`src/rtl/frame_buf_ctrl.sv`:
```
// rtl/frame_buf_ctrl.sv - double-buffer scheduler for the UART->SDRAM->VGA frame path
//
// Gates UART pixel strobes into the SDRAM back buffer, counts accepted pixels,
// and on frame completion waits for VGA frame start before swapping the
// front/back buffers and pulsing the FIFO resets.
//
// Ports:
//   sys_clk, sys_rst_n          clock, asynchronous active-low reset
//   init_end                    SDRAM init complete (level); low forces IDLE
//   wr_pix_flag                 one-clock pixel strobe from uart_rx
//   frame_start                 one-clock VGA frame start pulse
//   wr_req_o                    gated write request (combinational)
//   wr_b_addr/wr_e_addr         write burst begin/end address
//   rd_b_addr/rd_e_addr         read burst begin/end address
//   wr_rst/rd_rst               FIFO/address clears, high for RST_PULSE clocks
//   read_valid                  SDRAM read enable, sticky after the first swap
//   frame_done                  one-clock pulse after the last pixel of a frame
//   frame_cnt                   swap count, wraps at 256
//   drop_cnt                    pixels dropped while swapping, saturating

module frame_buf_ctrl #(
    parameter logic [23:0] FRAME_PIX = 24'd307200,
    parameter logic [23:0] BUF0_BASE = 24'd0,
    parameter logic [23:0] BUF1_BASE = 24'd524288,
    parameter int          RST_PULSE = 4
) (
    input  logic        sys_clk,
    input  logic        sys_rst_n,
    input  logic        init_end,
    input  logic        wr_pix_flag,
    input  logic        frame_start,
    output logic        wr_req_o,
    output logic [23:0] wr_b_addr,
    output logic [23:0] wr_e_addr,
    output logic [23:0] rd_b_addr,
    output logic [23:0] rd_e_addr,
    output logic        wr_rst,
    output logic        rd_rst,
    output logic        read_valid,
    output logic        frame_done,
    output logic [7:0]  frame_cnt,
    output logic [15:0] drop_cnt
);

    typedef enum logic [1:0] {
        IDLE      = 2'd0,
        FILL      = 2'd1,
        SWAP_WAIT = 2'd2,
        SWAP      = 2'd3
    } state_t;

    // Reset counter is loaded with RST_PULSE-1 on SWAP entry; the entry clock
    // itself is the first of the RST_PULSE clocks with the resets high.
    localparam logic [3:0] RST_LAST = 4'(RST_PULSE - 1);

    state_t      state_q;
    logic        wr_sel_q;
    logic        rd_sel_q;
    logic [23:0] pix_cnt_q;
    logic [3:0]  rst_cnt_q;
    logic [23:0] wr_b_addr_q;
    logic [23:0] wr_e_addr_q;
    logic [23:0] rd_b_addr_q;
    logic [23:0] rd_e_addr_q;
    logic        wr_rst_q;
    logic        rd_rst_q;
    logic        read_valid_q;
    logic        frame_done_q;
    logic [7:0]  frame_cnt_q;
    logic [15:0] drop_cnt_q;

    // Kept combinational so the request lines up with the UART data byte.
    assign wr_req_o = wr_pix_flag & (state_q == FILL);

    always_ff @(posedge sys_clk or negedge sys_rst_n) begin
        if (!sys_rst_n) begin
            state_q      <= IDLE;
            wr_sel_q     <= 1'b0;
            rd_sel_q     <= 1'b1;
            pix_cnt_q    <= '0;
            rst_cnt_q    <= '0;
            wr_b_addr_q  <= BUF0_BASE;
            wr_e_addr_q  <= BUF0_BASE + FRAME_PIX;
            rd_b_addr_q  <= BUF1_BASE;
            rd_e_addr_q  <= BUF1_BASE + FRAME_PIX;
            wr_rst_q     <= 1'b0;
            rd_rst_q     <= 1'b0;
            read_valid_q <= 1'b0;
            frame_done_q <= 1'b0;
            frame_cnt_q  <= '0;
            drop_cnt_q   <= '0;
        end else begin
            frame_done_q <= 1'b0;
            if (!init_end) begin
                // Losing SDRAM init abandons the frame but keeps buffer
                // assignment and statistics.
                state_q   <= IDLE;
                pix_cnt_q <= '0;
                rst_cnt_q <= '0;
                wr_rst_q  <= 1'b0;
                rd_rst_q  <= 1'b0;
            end else begin
                case (state_q)
                    IDLE: begin
                        state_q <= FILL;
                    end
                    FILL: begin
                        // frame_start is deliberately ignored here, including
                        // in the clock that accepts the last pixel.
                        if (wr_pix_flag) begin
                            if (pix_cnt_q == FRAME_PIX - 24'd1) begin
                                pix_cnt_q    <= '0;
                                frame_done_q <= 1'b1;
                                state_q      <= SWAP_WAIT;
                            end else begin
                                pix_cnt_q <= pix_cnt_q + 24'd1;
                            end
                        end
                    end
                    SWAP_WAIT: begin
                        if (wr_pix_flag && drop_cnt_q != 16'hFFFF) begin
                            drop_cnt_q <= drop_cnt_q + 16'd1;
                        end
                        if (frame_start) begin
                            state_q      <= SWAP;
                            wr_sel_q     <= ~wr_sel_q;
                            rd_sel_q     <= ~rd_sel_q;
                            // Addresses follow the new (toggled) selects.
                            wr_b_addr_q  <= wr_sel_q ? BUF0_BASE : BUF1_BASE;
                            wr_e_addr_q  <= wr_sel_q ? BUF0_BASE + FRAME_PIX
                                                     : BUF1_BASE + FRAME_PIX;
                            rd_b_addr_q  <= rd_sel_q ? BUF0_BASE : BUF1_BASE;
                            rd_e_addr_q  <= rd_sel_q ? BUF0_BASE + FRAME_PIX
                                                     : BUF1_BASE + FRAME_PIX;
                            frame_cnt_q  <= frame_cnt_q + 8'd1;
                            read_valid_q <= 1'b1;
                            wr_rst_q     <= 1'b1;
                            rd_rst_q     <= 1'b1;
                            rst_cnt_q    <= RST_LAST;
                        end
                    end
                    SWAP: begin
                        if (wr_pix_flag && drop_cnt_q != 16'hFFFF) begin
                            drop_cnt_q <= drop_cnt_q + 16'd1;
                        end
                        if (rst_cnt_q == 4'd0) begin
                            state_q  <= FILL;
                            wr_rst_q <= 1'b0;
                            rd_rst_q <= 1'b0;
                        end else begin
                            rst_cnt_q <= rst_cnt_q - 4'd1;
                        end
                    end
                    default: begin
                        state_q <= IDLE;
                    end
                endcase
            end
        end
    end

    assign wr_b_addr  = wr_b_addr_q;
    assign wr_e_addr  = wr_e_addr_q;
    assign rd_b_addr  = rd_b_addr_q;
    assign rd_e_addr  = rd_e_addr_q;
    assign wr_rst     = wr_rst_q;
    assign rd_rst     = rd_rst_q;
    assign read_valid = read_valid_q;
    assign frame_done = frame_done_q;
    assign frame_cnt  = frame_cnt_q;
    assign drop_cnt   = drop_cnt_q;

endmodule

```
`config.mk`:
```
export PLATFORM = sky130hd
export DESIGN_NAME = frame_buf_ctrl
export DESIGN_NICKNAME = d
export VERILOG_FILES = /design/src/rtl/frame_buf_ctrl.sv
export SDC_FILE = /design/constraint.sdc
export NUM_CORES = 1
export LEC_CHECK = 0
export BUFFER_PORTS_ARGS = -buffer_cell sky130_fd_sc_hd__clkbuf_2
export CORE_ASPECT_RATIO = 0.75
export CORE_MARGIN = 2
export CORE_UTILIZATION = 45
export DETAILED_ROUTE_END_ITERATION = 7
export GPL_TIMING_DRIVEN = 0
export PLACE_DENSITY = 0.82
export SYNTH_ARGS = -nofsm -noshare
export SYNTH_HDL_FRONTEND = slang
export SYNTH_SLANG_ARGS = --single-unit
export TNS_END_PERCENT = 1
```
`constraint.sdc`:
```
create_clock -name sys_clk -period 2.1 [get_ports sys_clk]
set_clock_uncertainty 0.1 [all_clocks]
set_input_delay 0.315 -clock sys_clk [delete_from_list [all_inputs] [get_ports sys_clk]]
set_output_delay 0.315 -clock sys_clk [all_outputs]
set_load 0.02 [all_outputs]
```
==> results of run 1 <==
## cell type report
cell class / instances / area (um^2) / share of cell area (%)
Clock buffer: 14 / 274 / 5.55
Clock inverter: 2 / 10.0 / 0.203
Timing Repair Buffer: 39 / 205 / 4.15
Buffer: 106 / 796 / 16.1
Tap cell: 108 / 135 / 2.74
Inverter: 8 / 30.0 / 0.608
Sequential cell: 59 / 1480 / 30.0
Multi-Input combinational cell: 330 / 2010 / 40.7
## state kept, by name (all words and copies together), names as in the netlist
register,count
read_valid,1
frame_cnt,8
rst_cnt_q,4
frame_done,1
rd_sel_q,1
wr_b_addr,1
rd_rst,1
drop_cnt,16
state_q,2
pix_cnt_q,24
## routing by layer
layer	GRT usage (%)	share of wire, %	up-vias
li1	-	-	1522
met1	22.0	41	1458
met2	29.4	49	133
met3	5.05	7.5	19
met4	7.52	1.7	0
met5	0	0	-
## worst max-delay path, delay by kind of cell, from the launching register on
kind | cells | cell delay [ps]
fa+ha+maj | 1 | 210
flops | 1 | 410
buf+inv | 4 | 550
simple gates | 1 | 160
## synthesized netlist by cell type, types with 8 or more instances
master,n,area (um^2)
a21oi_1,8,40.0
and3_1,11,68.8
buf_4,99,743
dfrtp_1,58,1450
ha_1,8,100
inv_1,8,30.0
nand2_1,32,120
nand3_1,25,125
nand4_1,12,75.1
nor2_1,14,52.6
o21ai_0,8,40.0
xnor2_1,17,149
xor2_1,12,105
## power groups by stage
stage	registers, mW	logic, mW	clock network, mW
6_report	1.39	1.05	1.37
5_1_grt	1.41	1.14	1.44
3_3_place_gp	1.40	0.986	0
4_1_cts	1.39	1.03	1.40
2_1_floorplan	1.46	0.712	0
3_5_place_dp	1.41	1.01	0
## through the flow
step / hold WS [ps] / instances / setup slack [ps]
final: -0.206 / 666 / 46.7
after floorplan: -80.6 / 503 / 85.4
after global routing: 80.3 / 666 / -46.7
after CTS: 36.6 / 664 / 4.39
after global placement: 354 / 647 / -59.7
after detailed placement: 357 / 647 / -145
## worst max-delay path by stage
stage / to / slack [ps] / cells after the start
after global placement: pix_cnt_q[16] / -60 / 7
after floorplan: pix_cnt_q[16] / 90 / 7
after global routing: drop_cnt[15] / -50 / 6
after detailed placement: pix_cnt_q[16] / -150 / 7
final: wr_req_o / 50 / 6
after CTS: pix_cnt_q[16] / 4 / 7
## kinds of logic after synthesis
| group | share of synthesized area, % |
|---|---|
| AO/OA/AOI/OAI | 8.41 |
| buffers and inverters | 20.9 |
| XOR/XNOR | 6.51 |
| flip-flops | 37.9 |
| AND/OR/NAND/NOR | 21.4 |
| adder cells (fa/ha/maj) | 2.57 |
| other | 0.193 |
| multiplexers | 2.12 |
## what timing repair did
item,in CTS,in global routing
cloned,0,0
setup buffers,1,2
endpoints found under the setup margin,7,11
gates resized for setup,10,8
pin swaps,0,1
==> metrics, run 1 <==
status=finished with violations; failing checks=negative hold slack; clock-pin slew on the worst setup and hold paths=50 ps; CTS tree=yes; CTS max path bufs=2; Netlist cell types=53; combinational share of power=27.6%; switch share=32.3%; First-pass DRT Iterations=5; via count=3132; initial antenna violation count=0; Final GP Congestion=slightly above 0.9; Slew @ Worst Pin=about 800 ps; EDFF count, synth=0; Crit Path Category=reg2out; critical path, cell by cell=inv_1 -> ha_1 -> nand2_2 -> inv_1 -> buf_6 -> buf_2; I/O Pins=130; pin count of the biggest net entering global routing=60; fillers=759; CTS Buf Count=9; Core Region=between 8000 and 9000 um^2; Critical R2R Launch=pix_cnt_q[9]; Final #Nets=566; leak pwr=2.57 nW; FF+latch count, synth=59; IO Port Bufs=36; CP endpoint kind=output port; Switch Pwr=1.23 mW; Root Buffer=clkbuf_16; R2R depth=6; sequential power share=between 30% and 40%; synthesized area per cell=about 9.4 um^2; commonest cells after routing, fill and taps aside=buf_4, conb_1, dfrtp_1, clkbuf_2, nand2_1; wire per inst=12.4 um; fin. max-slew vios=0; source of the critical timing path=state_q[1]; final worst path period share=about 98%; die height=84.6 um; unrepaired setup endpoints after global routing=true; Residual DRC=0; PD cells=roughly 770 nW/um^2; internal power=~2.6 mW; Ys Warns=0; Post-DP HPWL=between 6 and 7 mm; Max Cap Viol=0; CP Launch Type=register; Design Power=3.81 mW; number of global-route vias before repair=just under 3000; most used flip-flop cell after synthesis=dfrtp_1; Syn-to-layout area delta=26.7%; share of cells above drive strength 1=31.4%; diodes inserted=0; latest clock arrival within the worst-skew pair=between 300 and 400 ps; grt ovf=0; synthesized area=around 3900 um^2; commonest non-fill, non-tap cell in the layout=buf_4; Max Clock Freq=0.487 GHz; Critical Path RT=1680 ps; Worst path most repeated cell=inv_1; slowest stage cell on the critical path=dfrtp_1; Via density=~4.7; reg2reg setup slack=around 70 ps; Critical R2R Capture=pix_cnt_q[16]; Final Util=between 50% and 60%; final WL=8.26 mm; WP data arrival=roughly 1600 ps; die width=between 100 and 150 um; Placed Instance Area=4560 um^2; DRT iter0 DRCs=roughly 220; worst stage delay on the critical path=slightly above 400 ps; post-route setup TNS=0 ps; full die area=9430 um^2; Fin. Hold Viols=1; sequential share of the synthesized area=between 30% and 40%; # clock sinks=59; Clk pwr share=a little over a third; global-route wire length before repair=about 14 mm; Min Clock Period, post-route=about 2100 ps; Placement Rows=29; design area=slightly below 5000 um^2; GRT Util Overall=17.8%; Worst VDD drop=602 uV; Final setup viols=0; Initial Utilization=between 40% and 50%; WHS=-0.206 ps; Critical Path Fanout Max=10; Mapped Cells=413; Worst Hold Class=in2async; cts hold-fix bufs=0; Worst slew margin=a little under half; Async SR Flop Fraction=100%; ANT nets after route=0; H-tree depth=3
Power figures use the tool's default switching activity.
==> run 2: changes to the inputs <==
--- a/constraint.sdc
+++ b/constraint.sdc
@@ -4,2 +4,2 @@
 set_output_delay 0.315 -clock sys_clk [all_outputs]
-set_load 0.02 [all_outputs]
+set_load 0.1 [all_outputs]
==> metrics, run 2 (same netlist as run 1, synthesis figures left out) <==
Clk pwr share=between 20% and 30%; switch share=48.4%; commonest cells after routing, fill and taps aside=buf_4, conb_1, dfrtp_1, clkbuf_2, nand2_1; CTS Buf Count=9; Root Buffer=clkbuf_16; Max Cap Viol=0; die width=roughly 110 um; via count=approximately 3100; I/O Pins=130; cts hold-fix bufs=0; wire per inst=12.4 um; CTS max path bufs=2; ANT nets after route=0; CP endpoint kind=register; commonest non-fill, non-tap cell in the layout=buf_4; Max Clock Freq=between 0.4 and 0.5 GHz; WP data arrival=around 2200 ps; DRT iter0 DRCs=~220; Syn-to-layout area delta=27.7%; Crit Path Category=reg2reg; number of global-route vias before repair=2851; Slew @ Worst Pin=around 830 ps; Final GP Congestion=approximately 0.90; WHS=15.0 ps; Worst slew margin=44.7%; # clock sinks=between 50 and 60; share of cells above drive strength 1=a little under a third; pin count of the biggest net entering global routing=60; Switch Pwr=between 2 and 2.5 mW; Worst VDD drop=1320 uV; CTS tree=yes; initial antenna violation count=0; Final #Nets=~570; Final setup viols=0; Critical Path RT=roughly 2300 ps; diodes inserted=0; leak pwr=between 2 and 3 nW; Residual DRC=0; final worst path period share=between 90% and 100%; GRT Util Overall=about 18%; Design Power=5.15 mW; Placement Rows=29; Via density=4.68; Worst Hold Class=in2async; status=completed; design area=4980 um^2; Initial Utilization=a little under half; internal power=around 2.7 mW; sequential power share=a little over a quarter; clock-pin slew on the worst setup and hold paths=around 50 ps; unrepaired setup endpoints after global routing=true; fin. max-slew vios=0; final WL=slightly above 8 mm; global-route wire length before repair=roughly 14 mm; Most flops, register=pix_cnt_q; Fin. Hold Viols=0; Final Util=between 50% and 60%; max FFs per register=24; First-pass DRT Iterations=4; Core Region=about 8500 um^2; Post-DP HPWL=~6 mm; Min Clock Period, post-route=roughly 2100 ps; full die area=roughly 9400 um^2; H-tree depth=3; IO Port Bufs=36; combinational share of power=between 40% and 50%; die height=84.6 um; grt ovf=0; latest clock arrival within the worst-skew pair=between 300 and 400 ps; Critical Path Fanout Max=9; CP Launch Type=register; Placed Instance Area=about 4600 um^2; PD cells=~1000 nW/um^2
[run 2: per-layer routing]
layer / part of all wire, % / vias to the layer above / global-route usage (%)
met5: 0 / - / 0
met4: 1.4 / 0 / 6.96
met3: 7.5 / 13 / 4.55
met2: 50 / 119 / 27.9
met1: 41 / 1462 / 23.1
li1: - / 1522 / -
[run 2: per-stage QoR]
stage	std cells	TNS (ps)	setup slack (ps)
after floorplan	503	-3620	-427
after global placement	647	-106	-62.9
after detailed placement	647	-358	-115
after CTS	664	-12.9	-12.9
after global routing	666	-233	-75.4
final	666	0	14.4
[run 2: power by group through the flow]
stage / sequential, mW / clock, mW / combinational, mW
6_report: 1.40 / 1.43 / 2.32
5_1_grt: 1.42 / 1.50 / 2.41
4_1_cts: 1.40 / 1.46 / 2.30
3_5_place_dp: 1.41 / 0 / 2.26
3_3_place_gp: 1.40 / 0 / 2.24
2_1_floorplan: 1.86 / 0 / 1.57
[run 2: final cells by class]
class,instances,area [um^2]
tap,108,135
timing repair buffer,39,225
buffer,106,795
fill,730,3480
inverter,8,30.0
multi-input combinational,330,2020
sequential,59,1480
clock buffer,13,250
clock inverter,3,40.0
[run 2: repair_timing]
action / CTS / global route
buffers inserted: 1 / 2
pin swaps: 0 / 3
endpoints found under the setup margin: 7 / 15
gates resized for setup: 12 / 7
[run 2: path summary, 6_finish.rpt]
check                      depth (start not counted)  slack, ps    startpoint            end
setup reg to reg                                   8         10  pix_cnt_q[1]  pix_cnt_q[14]
hold reg to reg                                    1        370  frame_cnt[7]   frame_cnt[7]
setup / recovery                                   8         10  pix_cnt_q[1]  pix_cnt_q[14]
hold / removal                                     1         10     sys_rst_n    drop_cnt[2]
max in group asynchronous                          1       1290     sys_rst_n   pix_cnt_q[1]
min in group sys_clk                               3        200      init_end  pix_cnt_q[23]
[run 2: critical path: stages (launching register included)]
cell and delay [ps]:
dfrtp_2 450, ha_4 190, nand3_4 100, nor4_4 50
buf_4 150, buf_4 160, a21o_4 240, or4b_1 490
o21ai_1 80
==> run 3: changes to the inputs <==
clock period = 1.9 ns   (was 2.1 ns; I/O delays follow)
==> metrics, run 3 (same netlist as run 1, synthesis figures left out) <==
Critical Path RT=2060 ps; die width=between 100 and 150 um; Final #Nets=just under 600; Min Clock Period, post-route=between 1500 and 2000 ps; combinational share of power=between 40 and 50%; Residual DRC=0; via count=3233; Most flops, register=pix_cnt_q; CP endpoint kind=register; Final GP Congestion=0.898; dpl cells=647; Fin. Hold Viols=50; Max Cap Viol=0; fillers=roughly 730; Worst slew margin=46.6%; diodes inserted=0; PD cells=~1100 nW/um^2; max FFs per register=24; latest clock arrival within the worst-skew pair=330 ps; die height=around 85 um; grt ovf=0; full die area=9430 um^2; Syn-to-layout area delta=32.8%; internal power=about 2.8 mW; Post-Layout Cell Count=683; CTS tree=yes; clock-pin slew on the worst setup and hold paths=50 ps; Clk pwr share=between 20% and 30%; I/O Pins=130; ANT nets after route=0; CTS max path bufs=2; Worst Hold Class=in2async; commonest cells after routing, fill and taps aside=buf_4, conb_1, dfrtp_1, clkbuf_2, nand2_1; wire per inst=around 13 um; CP Launch Type=register; Initial Utilization=about 46%; GRT Util Overall=around a fifth; unrepaired setup endpoints after global routing=true; First-pass DRT Iterations=4; switch share=49.7%; Post-DP HPWL=5.96 mm; DRT iter0 DRCs=188; H-tree depth=3; # clock sinks=just under 60; Worst VDD drop=1320 uV; Crit Path Category=reg2reg; CTS Buf Count=9; Critical Path Fanout Max=5; fin. max-slew vios=0; Placement Rows=29; Root Buffer=clkbuf_16; Core Region=around 8500 um^2; Design Power=around 5.6 mW; Switch Pwr=2.79 mW; share of cells above drive strength 1=~40%; Placed Instance Area=around 4600 um^2; Critical R2R Capture=pix_cnt_q[14]; pin count of the biggest net entering global routing=60; Slew @ Worst Pin=approximately 800 ps; worst slack, placed=-366 ps; status=finished with violations; area occupied by multi-input gates=~2100 um^2; initial antenna violation count=0; WHS=-30.0 ps; number of global-route vias before repair=a little under 3000; WP data arrival=2150 ps; design area=just over 5000 um^2; leak pwr=2.61 nW; final worst path period share=105%; Max Clock Freq=between 0.5 and 0.6 GHz; sequential power share=28.0%; Via density=roughly 4.7; Register Area=around 1500 um^2; IO Port Bufs=36; final WL=8.90 mm; failing checks=negative hold slack, negative setup slack; commonest non-fill, non-tap cell in the layout=buf_4; Critical R2R Launch=pix_cnt_q[1]; PnR worst setup slack=-87.1 ps; Final setup viols=11; reg2reg setup slack=-90 ps; R2R depth=8; global-route wire length before repair=14.3 mm; cts hold-fix bufs=0
[run 3: changes by cell type in the layout (fill, tap and decap cells not counted), sizes merged]
cell,previous run,this run
bufinv,1,0
clkinv,2,3
buf,104,121
[run 3: worst max path at each step]
stage | from | endpoint | slack, ps | cells past startpoint
final | pix_cnt_q[1] | pix_cnt_q[14] | -90 | 8
after global placement | pix_cnt_q[0] | pix_cnt_q[16] | -290 | 7
after CTS | state_q[0] | drop_cnt[15] | -30 | 7
after detailed placement | pix_cnt_q[0] | pix_cnt_q[16] | -370 | 7
after global routing | pix_cnt_q[0] | pix_cnt_q[16] | -160 | 7
after floorplan | drop_cnt[13] | drop_cnt[4] | -150 | 5
[run 3: power by group through the flow]
stage                     Clock (mW)  Combinational, mW  Sequential (mW)
final                           1.40               2.65             1.57
after global routing            1.49               2.76             1.60
after CTS                       1.42               2.61             1.57
after detailed placement           0               2.52             1.59
after global placement             0               2.49             1.57
after floorplan                    0               1.74             2.08
[run 3: cell type report]
cell class	count	area share, %
Clock buffer	13	4.64
Tap cell	108	2.61
Inverter	8	0.580
Buffer	106	15.3
Timing Repair Buffer	56	6.96
Clock inverter	3	0.290
Sequential cell	59	29.3
Multi-Input combinational cell	330	40.3
[run 3: worst max-delay path, stage by stage, from the launching register on]
cell	delay (ps)
dfrtp_2	420
ha_4	180
nand3_4	90
nor4_4	60
buf_4	160
buf_6	130
a21o_4	200
or4b_1	500
o21ai_1	80
[run 3: per-stage QoR]
stage	hold WS, ps	utilization [%]	setup TNS, ps
after floorplan	-111	-	-775
final	-30.0	61.3	-450
after CTS	7.89	60.4	-39.9
after global placement	357	54.4	-2290
after global routing	42.5	61.3	-2230
after detailed placement	352	54.5	-2840
[run 3: per-layer routing]
layer | track usage, % | wire [um] | part of all wire [%]
met5 | 0 | 0 | 0
met4 | 7.30 | 110 | 1.2
met3 | 5.78 | 581 | 6.5
met2 | 30.7 | 4490 | 50
met1 | 24.2 | 3720 | 42
[run 3: what timing repair did]
item | 4_1_cts | 5_1_grt
pin swaps | 9 | 6
gates resized for setup | 27 | 17
buffers inserted | 18 | 2
endpoints found under the setup margin | 22 | 36
endpoints found under the hold margin | 0 | 0
